### src/rtl/jk_updown_counter_pkg.sv
// Shared types for the JK up/down counter: excitation modes and the JK pair
// that moves one cell from its current bit to a required next bit.
package jk_updown_counter_pkg;

    typedef enum logic [1:0] {
        MODE_HOLD  = 2'b00,
        MODE_COUNT = 2'b01,
        MODE_LOAD  = 2'b10
    } mode_e;

    typedef struct packed {
        logic j;
        logic k;
    } jk_t;

    // Set/reset encoding: J raises a 0 bit, K clears a 1 bit, else hold.
    function automatic jk_t jk_from(input logic cur, input logic nxt);
        jk_t r;
        r.j = nxt & ~cur;
        r.k = ~nxt & cur;
        return r;
    endfunction

endpackage

### src/rtl/jk_updown_counter_jk_cell.sv
// Single JK flip-flop: 00 hold, 01 reset, 10 set, 11 toggle.
// Asynchronous active-high clear forces the cell to 0.
module jk_cell (
    input  logic clk,
    input  logic clear,
    input  logic j,
    input  logic k,
    output logic q
);

    logic q_q;
    logic q_d;

    // NOTE: q_d takes a default before the case so no path leaves it unassigned (no latch).
    always_comb begin
        q_d = q_q;
        unique case ({j, k})
            2'b01:   q_d = 1'b0;
            2'b10:   q_d = 1'b1;
            2'b11:   q_d = ~q_q;
            default: q_d = q_q;
        endcase
    end

    // NOTE: state registers update with <= so every cell samples the old count on the same edge.
    always_ff @(posedge clk or posedge clear) begin
        if (clear) begin
            q_q <= 1'b0;
        end else begin
            q_q <= q_d;
        end
    end

    assign q = q_q;

endmodule

### src/rtl/jk_updown_counter.sv
// Modulo-MODULUS up/down counter built from WIDTH JK cells. Excitation is
// derived from the required next count so all bits move on the same edge.
module jk_updown_counter
    import jk_updown_counter_pkg::*;
#(
    parameter int WIDTH   = 4,
    parameter int MODULUS = 10
) (
    input  logic             clk,
    input  logic             clear,
    input  logic             en,
    input  logic             up,
    input  logic             load,
    input  logic [WIDTH-1:0] load_val,
    output logic [WIDTH-1:0] q,
    output logic             tc,
    output logic             wrap
);

    localparam logic [WIDTH-1:0] MAX_VAL = WIDTH'(MODULUS - 1);
    localparam logic [WIDTH-1:0] ONE     = WIDTH'(1);

    mode_e            mode;
    logic [WIDTH-1:0] next;
    logic             boundary;
    logic [WIDTH-1:0] j_vec;
    logic [WIDTH-1:0] k_vec;
    logic             wrap_q;
    logic             wrap_d;

    always_comb begin
        mode     = MODE_HOLD;
        next     = q;
        boundary = 1'b0;
        if (load) begin
            mode = MODE_LOAD;
            next = (load_val > MAX_VAL) ? MAX_VAL : load_val;
        end else if (en) begin
            mode = MODE_COUNT;
            if (up) begin
                // Anything at or above the top value (including out-of-range) restarts at 0.
                if (q >= MAX_VAL) begin
                    next     = '0;
                    boundary = 1'b1;
                end else begin
                    next = q + ONE;
                end
            end else if (q == '0) begin
                next     = MAX_VAL;
                boundary = 1'b1;
            end else begin
                next = q - ONE;
            end
        end
    end

    always_comb begin
        j_vec = '0;
        k_vec = '0;
        for (int i = 0; i < WIDTH; i++) begin
            jk_t pair;
            pair = jk_from(q[i], next[i]);
            unique case (mode)
                MODE_HOLD: begin
                    j_vec[i] = 1'b0;
                    k_vec[i] = 1'b0;
                end
                MODE_COUNT: begin
                    // Ordinary steps use pure toggle excitation; wraps use set/reset.
                    if (boundary) begin
                        j_vec[i] = pair.j;
                        k_vec[i] = pair.k;
                    end else begin
                        j_vec[i] = q[i] ^ next[i];
                        k_vec[i] = q[i] ^ next[i];
                    end
                end
                default: begin
                    j_vec[i] = pair.j;
                    k_vec[i] = pair.k;
                end
            endcase
        end
    end

    for (genvar g = 0; g < WIDTH; g++) begin : g_cell
        jk_cell u_cell (
            .clk   (clk),
            .clear (clear),
            .j     (j_vec[g]),
            .k     (k_vec[g]),
            .q     (q[g])
        );
    end

    assign tc     = en & ~load & ((up & (q == MAX_VAL)) | (~up & (q == '0)));
    assign wrap_d = tc;

    always_ff @(posedge clk or posedge clear) begin
        if (clear) begin
            wrap_q <= 1'b0;
        end else begin
            wrap_q <= wrap_d;
        end
    end

    assign wrap = wrap_q;

endmodule

### config.mk
export PLATFORM = sky130hd
export DESIGN_NAME = jk_updown_counter
export DESIGN_NICKNAME = d
export VERILOG_FILES = /design/src/rtl/jk_updown_counter_pkg.sv /design/src/rtl/jk_updown_counter_jk_cell.sv /design/src/rtl/jk_updown_counter.sv
export SDC_FILE = /design/constraint.sdc
export NUM_CORES = 1
export LEC_CHECK = 0
export BUFFER_PORTS_ARGS = -buffer_cell sky130_fd_sc_hd__buf_2
export CAP_MARGIN = 20
export CORE_UTILIZATION = 60
export DETAILED_ROUTE_END_ITERATION = 6
export PLACE_DENSITY = 0.81
export SLEW_MARGIN = 20
export SYNTH_ARGS = -nofsm -noshare
export SYNTH_HDL_FRONTEND = slang
export SYNTH_SLANG_ARGS = --single-unit
### constraint.sdc
create_clock -name clk -period 6.96 [get_ports clk]
set_clock_uncertainty 0.2 [all_clocks]
set_input_delay 1.392 -clock clk [delete_from_list [all_inputs] [get_ports clk]]
set_output_delay 1.392 -clock clk [all_outputs]
set_load 0.05 [all_outputs]
Yosys cells after proc, flatten, opt, wreduce, memory -nomap -nowiden. Index checks and enable logic that the tools add are counted.

Bits in registers: 5. Word-level logic and storage cells: 89. Input bits: 9.

Equality and inequality tests: 14. Bitwise operators: 27. Magnitude comparators: 2. Mux-type cells: 33. Reduce and logical (&&, ||, !) cells: 6. Add/subtract/negate cells: 2.

Operators by type and width (number): $mux W4 (6); $eq A2 B2 Y1 const B (8); $pmux W1 S2 (8); $mux W1 (14); $and A1 B1 Y1 (12); $pmux W1 S3 (4); $reduce_bool A3 Y1 (4); $eq A2 B1 Y1 const B (5); $not A1 Y1 (10); $add A4 B1 Y4 const B (1); $eq A4 B4 Y1 const B (1); $ge A4 B4 Y1 const B (1); $gt A4 B4 Y1 const B (1); $logic_not A4 Y1 (1); $sub A4 B1 Y4 const B (1); $xor A1 B1 Y1 (4); $logic_not A2 Y1 (1); $mux W2 (1); $or A1 B1 Y1 (1).

Depth between registers and ports, before layout. Gate-level depths: netlist of run 1.

Word-level depth: 11. Gate-level depth with buffers: 11. Depth with buffers taken out: 11.

Cells and area by module. Synthesis of run 1 repeated with hierarchy kept, for this count alone.

Cells, all modules: 119. Area, all modules: 839.6 µm².

Modules (own cells, without submodules): jk_updown_counter (area an instance 689.4 µm², sequential area each 25.0 µm², instances 1, cells each 103); jk_cell (area an instance 37.5 µm², sequential area each 25.0 µm², instances 4, cells each 4).

Least setup slack after synthesis of run 1. OpenSTA, ideal clock, no wires.

Path kind: input -> output. Start: input load. End: output tc. Path slack: 2.337 ns. Data required time: 5.368 ns. Arrival: 3.031 ns. Cell stages on the path: 3. Buffers on the path: 2. Path through: clkbuf_1 dlymetal6s2s_1 nor3b_1.

Word-level cells in the longest chain between the ends: 3.

Ends and longest elaborated chain: start: declaration (RTL line jk_updown_counter.sv:13) `input logic load,`; $not A1 Y1 (RTL line jk_updown_counter.sv:96) `assign tc = en & ~load & ((up & (q == MAX_VAL)) | (~up & (q == '0)));`; $and A1 B1 Y1 (2 in a row) (RTL line jk_updown_counter.sv:96); end: declaration (RTL line jk_updown_counter.sv:16) `output logic tc,`.

Every way passes these cells.

Final worst setup path of run 1.
Start: input en. End: output tc.

Word-level cells in the longest chain between the ends: 2.

Ends and longest elaborated chain: start: declaration (RTL line jk_updown_counter.sv:11) `input logic en,`; $and A1 B1 Y1 (2 in a row) (RTL line jk_updown_counter.sv:96).

Every way passes these cells.

==> results.json, run 1 <==
{
  "cts_tree": "yes",
  "first_pass_iters": 4,
  "relSlewSlack_pct": 59.4,
  "synth-edff-count": 0,
  "ios": 15,
  "final.fill_count": 137,
  "hpwl_um": 1560,
  "insertion_delay_ns": 0.25,
  "yosysSeqAreaShare_pct": 13.0,
  "first_iter_violations": 45,
  "drv_slew": 0,
  "cp_common_cell": "buf_2",
  "diodes": 0,
  "fin_crit_sh_pct": 59.9,
  "cts_sinks": 5,
  "worstSetupPathType": "input pin to primary output",
  "timing.rr.end": "g_cell[2].u_cell.q",
  "cts-htree-levels": 1,
  "cts_root_buf": "clkbuf_4",
  "setup_ws_ns": 2.79,
  "start_util_pct": 63.8,
  "rsz0062_at_grt": "false",
  "drv_cap": 0,
  "grt_pass1_wl_um": 3700,
  "hold_viol_final": 0,
  "ys_warn_count": 0,
  "crit_path_start_kind": "input pin",
  "synth.net_count": 137,
  "place_ws_ns": 2.84,
  "r2r_cells": 11,
  "cp_top_family": "buffers and inverters",
  "numPortBuffers": 14,
  "regToRegStartpoint": "g_cell[0].u_cell.q",
  "powerDensity_mw_per_mm2": 395,
  "die_h_um": 42.0,
  "cts_resized": 0,
  "via_count": 915,
  "finalSetupViolCount": 0,
  "cp_cell_sequence": "buf_2, nor2b_1, nor3b_1, buf_2",
  "rows": 14,
  "drc": 0,
  "min_path_type": "flop to flop",
  "crit_arrival_ns": 2.58,
  "min_path_cells": 1,
  "synth_top_area_share_pct": 14.3,
  "p_leak_nw": 0.427,
  "fmax_ghz": 0.240,
  "dieArea_sq_mm": 0.00177,
  "postCtsSetupRepairBufs": 0,
  "gr-total-overflow": 0,
  "crit_path_max_fanout": 21,
  "critPathSlowestCell": "buf_2",
  "synth_cell_types": 45,
  "path_buf_inv": 2,
  "wl_per_cell_um": 15.1,
  "synth_top_area_cell": "ha_1",
  "wl_um": 2100,
  "first_global_vias": 821,
  "setup_tns_ns": 0,
  "syn2layout_area_growth_pct": 3.12,
  "crit_required_ns": 5.37,
  "grtUsageTotal_pct": 26.6,
  "clkTransAtPathRegs_ns": 0.04,
  "antenna_found_initial": 0,
  "async_reset_ff_share_pct": 100,
  "gr-usage-met3_pct": 7.33,
  "syn-mean-instance-area_sq_um": 8.21,
  "core_area_sq_mm": 0.00151,
  "die_w_um": 42.0,
  "drtAntennaViolNets": 0,
  "clock_path_buffers": 2,
  "r2r_setup_slack_ns": 3.65,
  "drive_gt1_share_pct": 22.8,
  "cts_made_buffers": 3,
  "finalNetCount": 144,
  "global_route.usage.met2_pct": 41.6,
  "tightest_slew_ns": 0.608,
  "synthCells": 117,
  "globalplace.congestion": 0.811,
  "synth_ff_type": "dfrtp_1",
  "cpPeakStageDelay_ns": 0.31,
  "grt_most_used_layer": "met2",
  "ys_seq_elements": 5,
  "hold_start": "g_cell[1].u_cell.q",
  "cp-end-kind": "primary output",
  "period_minus_slack_ns": 4.17,
  "vias_per_cell": 6.58,
  "use_met1_pct": 35.4,
  "netlist_top_cells_area": "ha_1, dfrtp_1, nand2_1, o21ai_0, buf_4",
  "hold_path_end": "g_cell[1].u_cell.q",
  "peakVddDrop_mv": 0.382,
  "synthesis.area_sq_um": 961,
  "grt_max_degree": 28,
  "outcome": "finished, final reports clean",
  "cts_hold_buf": 0
}
## flip-flops by register name, summed over array words and instances, names as in the netlist
name	flops
g_cell.u_cell.q	4
wrap	1
## cell usage in the layout, fill, tap and decap left out, types with 4 or more instances in the layout
cell type  instances
buf_2             14
nand2_1           12
ha_1              11
o21ai_0            7
inv_1              5
a21oi_1            5
dfrtp_1            5
nor2_1             4
nand3_1            4
o21ai_1            4
o21a_1             4
## kinds of logic after synthesis
group	count (synthesis)	share of synthesized area (%)
flops	5	13.0
fa+ha+maj	11	14.3
mux	4	4.43
buf+inv	18	11.3
compound gates	41	30.6
simple gates	38	26.3
## synthesized netlist by cell type (2+ instances only)
master    number
buf_4          4
nand3_1        4
and3_1         2
a21oi_1        5
a211oi_2       2
nor3b_1        3
nand2_1       12
dfrtp_1        5
o21ai_0        7
mux2i_1        2
buf_2          2
o31a_1         2
nor2b_1        2
o211ai_1       3
o21ai_1        4
buf_6          2
o31ai_1        3
o21a_1         4
ha_1          11
clkbuf_1       3
a31oi_1        3
inv_1          5
nor3b_2        2
nor2_1         4
## metrics by stage
step	utilization, %	total power [mW]	area (sq um)	instances	hold WS [ns]
final	65.8	0.392	991	139	0.508
after global routing	65.8	0.427	991	139	0.526
after CTS	65.8	0.390	991	139	0.500
after detailed placement	64.0	0.354	965	135	0.502
after global placement	64.0	0.347	965	135	0.487
after floorplan	-	0.319	961	117	0.368
## where the power goes
part | switching (mW) | internal (mW) | total (mW)
Clock | 0.0127 | 0.0217 | 0.0345
Combinational | 0.160 | 0.107 | 0.267
Sequential | 0.0492 | 0.0411 | 0.0903
Total | 0.222 | 0.170 | 0.392
## worst max path at each step
stage          from  endpoint  cells past startpoint
6_report         en        tc                      4
5_1_grt          en        tc                      4
4_1_cts          en        tc                      4
3_5_place_dp     en        tc                      4
3_3_place_gp     en        tc                      4
2_1_floorplan  load        tc                      3
## area by class of cell
cell class / instances / area, sq um / area share (%)
clock buffer: 4 / 26.3 / 2.65
inverter: 6 / 22.5 / 2.27
multi-input combinational: 94 / 727 / 73.4
sequential: 5 / 125 / 12.6
tap: 16 / 20.0 / 2.02
timing repair buffer: 14 / 70.1 / 7.07
## worst register-to-register path, delay by kind of cell, from the launching register on
family	cells	cell delay, ns
AOI/OAI and AO/OA	5	0.78
adders and majority gates	2	0.60
buffers and inverters	1	0.18
DFF	1	0.58
and+or+nand+nor	3	0.86
## routing by layer
metal	vias to the layer above	routed length (um)
li1	446	-
met2	24	1020
met5	-	0
met4	0	24
met3	5	89
met1	440	967
Power figures use the tool's default switching activity.
==> inputs of run 2 (changes only) <==
--- a/config.mk
+++ b/config.mk
@@ -5,11 +5,12 @@
 export SDC_FILE = /design/constraint.sdc
 export NUM_CORES = 1
 export LEC_CHECK = 0
+export ABC_AREA = 1
 export BUFFER_PORTS_ARGS = -buffer_cell sky130_fd_sc_hd__buf_2
 export CAP_MARGIN = 20
-export CORE_UTILIZATION = 60
+export CORE_UTILIZATION = 50
 export DETAILED_ROUTE_END_ITERATION = 6
-export PLACE_DENSITY = 0.81
+export PLACE_DENSITY = 0.72
 export SLEW_MARGIN = 20
 export SYNTH_ARGS = -nofsm -noshare
 export SYNTH_HDL_FRONTEND = slang
==> constraint.sdc (replaced) <==
create_clock -name clk -period 3.5 [get_ports clk]
set_clock_uncertainty 0.2 [all_clocks]
set_input_delay 0.7 -clock clk [delete_from_list [all_inputs] [get_ports clk]]
set_output_delay 0.7 -clock clk [all_outputs]
set_load 0.05 [all_outputs]
==> run 2 against run 1 <==
  * Combinational power increased by 94%
  * Die area increased by 9.0%
  * Via count is 4.6% lower
  * Global-route usage shrank 1.9 points
  * Final area fell by 5.1%
  * Clock power grew 90%
  * Non-clock buffer count unchanged
  * Synthesized area fell by 8.7%
  * Count of clock-buffer cells in the layout stayed put
  * Sequential cell count is the same
  * First-iteration DRC count decreased by 31%
  * Largest cell class unchanged
==> results.json, run 2 <==
{
  "cts_resized": 0,
  "ios": 15,
  "setup_tns_ns": 0,
  "whs_ns": 0.154,
  "drtAntennaViolNets": 0,
  "path_buf_inv": 2,
  "powerDensity_mw_per_mm2": 770,
  "critPathSlowestCell": "dfrtp_1",
  "p_leak_nw": 0.549,
  "synth.net_count": 155,
  "die_w_um": 43.9,
  "grt_pass1_wl_um": 3620,
  "first_global_vias": 841,
  "async_reset_ff_share_pct": 100,
  "worstSetupPathType": "flop to primary output",
  "cp_cell_sequence": "inv_1, ha_1, nand2_2, a21oi_4, o21a_1, buf_2",
  "peakVddDrop_mv": 0.392,
  "antenna_found_initial": 0,
  "outcome": "finished, final reports clean",
  "clkTransAtPathRegs_ns": 0.04,
  "layout_commonest_cell": "nand2_1",
  "ys_warn_count": 0,
  "rows": 14,
  "drv_slew": 0,
  "fmax_ghz": 0.338,
  "cts_made_buffers": 3,
  "min_path_type": "input pin to asynchronous set/reset pin",
  "ys_seq_elements": 5,
  "switchingPower_uw": 425,
  "core_area_sq_mm": 0.00158,
  "crit_required_ns": 2.60,
  "regToRegStartpoint": "g_cell[0].u_cell.q",
  "vias_per_cell": 5.36,
  "syn2layout_area_growth_pct": 7.28,
  "r2r_cells": 14,
  "wl_per_cell_um": 11.9,
  "crit_start": "g_cell[0].u_cell.q",
  "postCtsSetupRepairBufs": 0,
  "diodes": 0,
  "cp_num_cells": 6,
  "p_clk_share_pct": 9.1,
  "rsz0062_at_grt": "false",
  "crit_path_start_kind": "flop",
  "gr-total-overflow": 0,
  "synth_cell_types": 27,
  "syn-mean-instance-area_sq_um": 6.50,
  "finalNetCount": 168,
  "combPwrFrac_pct": 71.4,
  "relSlewSlack_pct": 73.2,
  "synth_top_area_cell": "ha_1",
  "cts_root_buf": "clkbuf_4",
  "clock_path_buffers": 2,
  "fin_crit_sh_pct": 84.6,
  "crit_arrival_ns": 2.06,
  "netlist_top_cells_area": "ha_1, nand2_1, dfrtp_1, inv_1, a21oi_1",
  "globalplace.congestion": 0.853,
  "first_iter_violations": 31,
  "cp-end-kind": "primary output",
  "hold_viol_final": 0,
  "cts_hold_buf": 0,
  "cpPeakStageDelay_ns": 0.45,
  "drc": 0,
  "r2r_setup_slack_ns": 0.78,
  "synth_ff_type": "dfrtp_1",
  "cp_top_family": "buffers and inverters",
  "synthTopCellsByCount": "nand2_1, inv_1, ha_1, a21oi_1, nand3_1",
  "cts_tree": "yes",
  "synth_most_common_cell": "nand2_1",
  "tightest_slew_ns": 0.402,
  "swShare_pct": 58.6,
  "place_ws_ns": 0.689,
  "numPortBuffers": 14,
  "drv_cap": 0,
  "wl_um": 1950,
  "start_util_pct": 55.6,
  "hpwl_um": 1560,
  "synthesis.area_sq_um": 877,
  "finalSetupViolCount": 0,
  "grtUsageTotal_pct": 24.7,
  "drive_gt1_share_pct": 22.4,
  "synthCells": 135,
  "cts_sinks": 5,
  "die_h_um": 43.9,
  "setup_ws_ns": 0.540,
  "p_int_uw": 300,
  "largest_register_ffs": 4,
  "via_count": 873,
  "timing.rr.end": "g_cell[1].u_cell.q",
  "synth-edff-count": 0,
  "insertion_delay_ns": 0.24,
  "dieArea_sq_mm": 0.00193,
  "mostFrequentLayoutCells": "nand2_1, inv_1, buf_2, ha_1, a21oi_1",
  "crit_path_max_fanout": 8,
  "cts-htree-levels": 1,
  "synth_top_area_share_pct": 15.7,
  "grt_max_degree": 11,
  "first_pass_iters": 5,
  "seqPwrFrac_pct": 19.6,
  "yosysSeqAreaShare_pct": 14.3,
  "period_minus_slack_ns": 2.96
}
==> run 2: cell types whose count changed in the layout (fill, tap and decap cells not counted), moves of 4 or more <==
cell and delta:
or2_2 +4, a21oi_1 +5, inv_1 +17, nand2_1 +22, nand3_1 +5, o21ai_0 -4
==> run 2: kinds of logic after synthesis <==
group,share of synthesized area [%]
simple gates,34.1
buf+inv,16.8
compound gates,17.1
fa+ha+maj,15.7
flops,14.3
xor+xnor,2.00
==> run 2: layout make-up <==
cell class                 count  area [sq um]
fill                         171           636
multi-input combinational     99           604
sequential                     5           125
inverter                      25          95.1
timing repair buffer          14          70.1
clock buffer                   4          26.3
tap                           16          20.0
==> run 2: power groups by stage <==
stage	clock [mW]	combinational [mW]	sequential, mW
after global placement	0	0.508	0.140
after CTS	0.0676	0.517	0.141
after global routing	0.0751	0.591	0.147
after detailed placement	0	0.514	0.142
after floorplan	0	0.474	0.120
final	0.0657	0.517	0.142
==> run 2: through the flow <==
| stage | total power, mW | instance area [sq um] | utilization, % | std cells |
|---|---|---|---|---|
| after CTS | 0.725 | 941 | 59.7 | 163 |
| final | 0.725 | 941 | 59.7 | 163 |
| after global routing | 0.813 | 941 | 59.7 | 163 |
| after floorplan | 0.594 | 877 | - | 135 |
| after detailed placement | 0.656 | 915 | 58.0 | 159 |
| after global placement | 0.648 | 915 | 58.0 | 159 |
==> run 2: worst register-to-register path, cell delays in order, from the launching register on <==
cell and delay (ns):
dfrtp_1 0.46, inv_1 0.18, ha_1 0.29, nand3_2 0.11, nand2_2 0.08, nand3_1 0.09, o211ai_1 0.10, a21oi_1 0.24
inv_1 0.07, ha_1 0.26, or2_2 0.30, nand3_1 0.09, nand2_1 0.05, nand2_1 0.05, inv_1 0.03
==> run 2: how the worst max path moves through the flow <==
stage               slack [ns]                  to
detailed placement        0.69  g_cell[1].u_cell.q
CTS                       0.55                  tc
global placement          0.73  g_cell[1].u_cell.q
global route              0.40                  tc
finish                    0.54                  tc
floorplan                 0.95                  tc
==> run 2: routing by layer <==
metal / part of all wire (%) / track usage, % / vias up
met5: 0 / 0 / -
met4: 1.0 / 6.06 / 0
met3: 5.5 / 5.00 / 2
met2: 48 / 39.4 / 33
met1: 46 / 34.2 / 388
li1: - / - / 450
==> inputs of run 3 (changes only) <==
--- a/config.mk
+++ b/config.mk
@@ -8,9 +8,9 @@
 export ABC_AREA = 1
 export BUFFER_PORTS_ARGS = -buffer_cell sky130_fd_sc_hd__buf_2
 export CAP_MARGIN = 20
-export CORE_UTILIZATION = 50
+export CORE_UTILIZATION = 55
 export DETAILED_ROUTE_END_ITERATION = 6
-export PLACE_DENSITY = 0.72
+export PLACE_DENSITY = 0.75
 export SLEW_MARGIN = 20
 export SYNTH_ARGS = -nofsm -noshare
 export SYNTH_HDL_FRONTEND = slang
==> constraint.sdc (replaced) <==
create_clock -name clk -period 2.8 [get_ports clk]
set_clock_uncertainty 0.2 [all_clocks]
set_input_delay 0.56 -clock clk [delete_from_list [all_inputs] [get_ports clk]]
set_output_delay 0.56 -clock clk [all_outputs]
set_load 0.05 [all_outputs]
==> run 3 against run 2 <==
  * Combinational power is 29% higher
  * Sequential cell count did not move
  * Utilization rose by 5.8 points
  * Final area rose by 3.6%
  * Worst hold slack got worse by 0.15 ns
  * Critical path depth up 9
  * Power rose by 28%
  * Worst setup slack got worse by 0.36 ns
  * Die area decreased by 8.7%
  * First-iteration DRC count is 29% lower
  * Largest cell class unchanged
==> results.json, run 3 (synthesis results as in run 2) <==
{
  "vias_per_cell": 5.44,
  "cp-end-kind": "flop",
  "finalSetupViolCount": 0,
  "cts_hold_buf": 0,
  "layout_commonest_cell": "nand2_1",
  "cp_cell_sequence": "inv_1, ha_1, inv_1, nand3_2, nand2_2, nand2_4, o21ai_1, a22oi_2, inv_1, ha_1, or2_2, nand2_1, o21ai_1, nand2_1, nand2_1",
  "via_count": 908,
  "fmax_ghz": 0.382,
  "setup_ws_ns": 0.181,
  "clock_path_buffers": 2,
  "period_minus_slack_ns": 2.62,
  "path_buf_inv": 3,
  "tightest_slew_ns": 0.346,
  "cts-htree-levels": 1,
  "ios": 15,
  "crit_arrival_ns": 2.55,
  "dieArea_sq_mm": 0.00176,
  "start_util_pct": 58.9,
  "wl_per_cell_um": 11.9,
  "critPathSlowestCell": "dfrtp_2",
  "cp_top_family": "simple AND/OR/NAND/NOR gates",
  "mostFrequentLayoutCells": "nand2_1, inv_1, buf_2, a21oi_1, ha_1",
  "seq_area_sq_um": 126,
  "drc": 0,
  "first_global_vias": 822,
  "first_pass_iters": 4,
  "p_total_uw": 929,
  "finalNetCount": 172,
  "timing.rr.end": "g_cell[2].u_cell.q",
  "worstSetupPathType": "flop to flop",
  "multi_input_area_sq_um": 607,
  "cts_tree": "yes",
  "crit_start": "g_cell[1].u_cell.q",
  "antenna_found_initial": 0,
  "powerDensity_mw_per_mm2": 954,
  "cts_made_buffers": 3,
  "crit_path_start_kind": "flop",
  "rows": 14,
  "hold_viol_final": 0,
  "peakVddDrop_mv": 0.656,
  "cpPeakStageDelay_ns": 0.44,
  "crit_required_ns": 2.74,
  "clkTransAtPathRegs_ns": 0.05,
  "stdcell_area_sq_um": 975,
  "numPortBuffers": 14,
  "gr-total-overflow": 0,
  "setup_tns_ns": 0,
  "fin_crit_sh_pct": 93.5,
  "postCtsSetupRepairBufs": 0,
  "place_ws_ns": 0.136,
  "largest_register_ffs": 4,
  "hpwl_um": 1590,
  "relSlewSlack_pct": 76.9,
  "dpl_cell_area_sq_um": 945,
  "crit_path_max_fanout": 8,
  "final_core_util_pct": 65.5,
  "r2r_setup_slack_ns": 0.18,
  "drv_slew": 0,
  "drive_gt1_share_pct": 25.8,
  "drv_cap": 0,
  "insertion_delay_ns": 0.25,
  "wl_um": 1990,
  "grtUsageTotal_pct": 25.4,
  "outcome": "finished, final reports clean",
  "min_path_type": "input pin to asynchronous set/reset pin",
  "grt_pass1_wl_um": 3470,
  "drtAntennaViolNets": 0,
  "final.fill_count": 141,
  "die_h_um": 41.9,
  "p_leak_nw": 0.566,
  "first_iter_violations": 22,
  "r2r_cells": 15,
  "syn2layout_area_growth_pct": 11.1,
  "die_w_um": 41.9,
  "grt_max_degree": 11,
  "diodes": 0,
  "rsz0062_at_grt": "false",
  "regToRegStartpoint": "g_cell[1].u_cell.q",
  "globalplace.congestion": 0.911,
  "core_area_sq_mm": 0.00149,
  "cts_sinks": 5,
  "cts_root_buf": "clkbuf_4"
}
-- run 3: repair_timing --
action / 4_1_cts / 5_1_grt
endpoints found under the hold margin: 0 / 0
endpoints found under the setup margin: 0 / 1
gates resized for setup: 0 / 3
-- run 3: metrics by stage --
step,hold slack (ns),cells
after floorplan,0.139,135
after global placement,0.273,163
after detailed placement,0.279,163
after CTS,0.0109,167
after global routing,0.0181,167
final,0.00724,167
-- run 3: worst max-delay path by stage --
stage / endpoint / slack (ns) / cells past startpoint
after floorplan: g_cell[2].u_cell.q / 0.37 / 14
after global placement: g_cell[2].u_cell.q / 0.18 / 14
after detailed placement: g_cell[2].u_cell.q / 0.14 / 14
after CTS: g_cell[2].u_cell.q / 0.09 / 14
after global routing: g_cell[2].u_cell.q / 0.02 / 14
final: g_cell[2].u_cell.q / 0.18 / 15
-- run 3: final cells by class --
cell class / count / area share (%)
multi-input cells: 99 / 62.3
flip-flops and latches: 5 / 13.0
repair buffers: 18 / 10.3
inverters: 25 / 9.76
clock buffers: 4 / 2.70
well taps: 16 / 2.05
-- run 3: power by group --
group | switching [mW] | total [mW] | leakage, nW | internal [mW]
clock network | 0.0325 | 0.0866 | 0.0150 | 0.0541
registers | 0.0686 | 0.174 | 0.0595 | 0.105
logic | 0.434 | 0.669 | 0.492 | 0.235
total | 0.535 | 0.929 | 0.566 | 0.395
-- run 3: per-layer routing --
metal  global-route usage [%]  share of wire [%]  up-vias
met5                        0                  0        -
met1                     32.7                 45      426
li1                         -                  -      460
met3                     1.30                2.1        4
met4                     11.0                2.2        0
met2                     43.8                 50       18
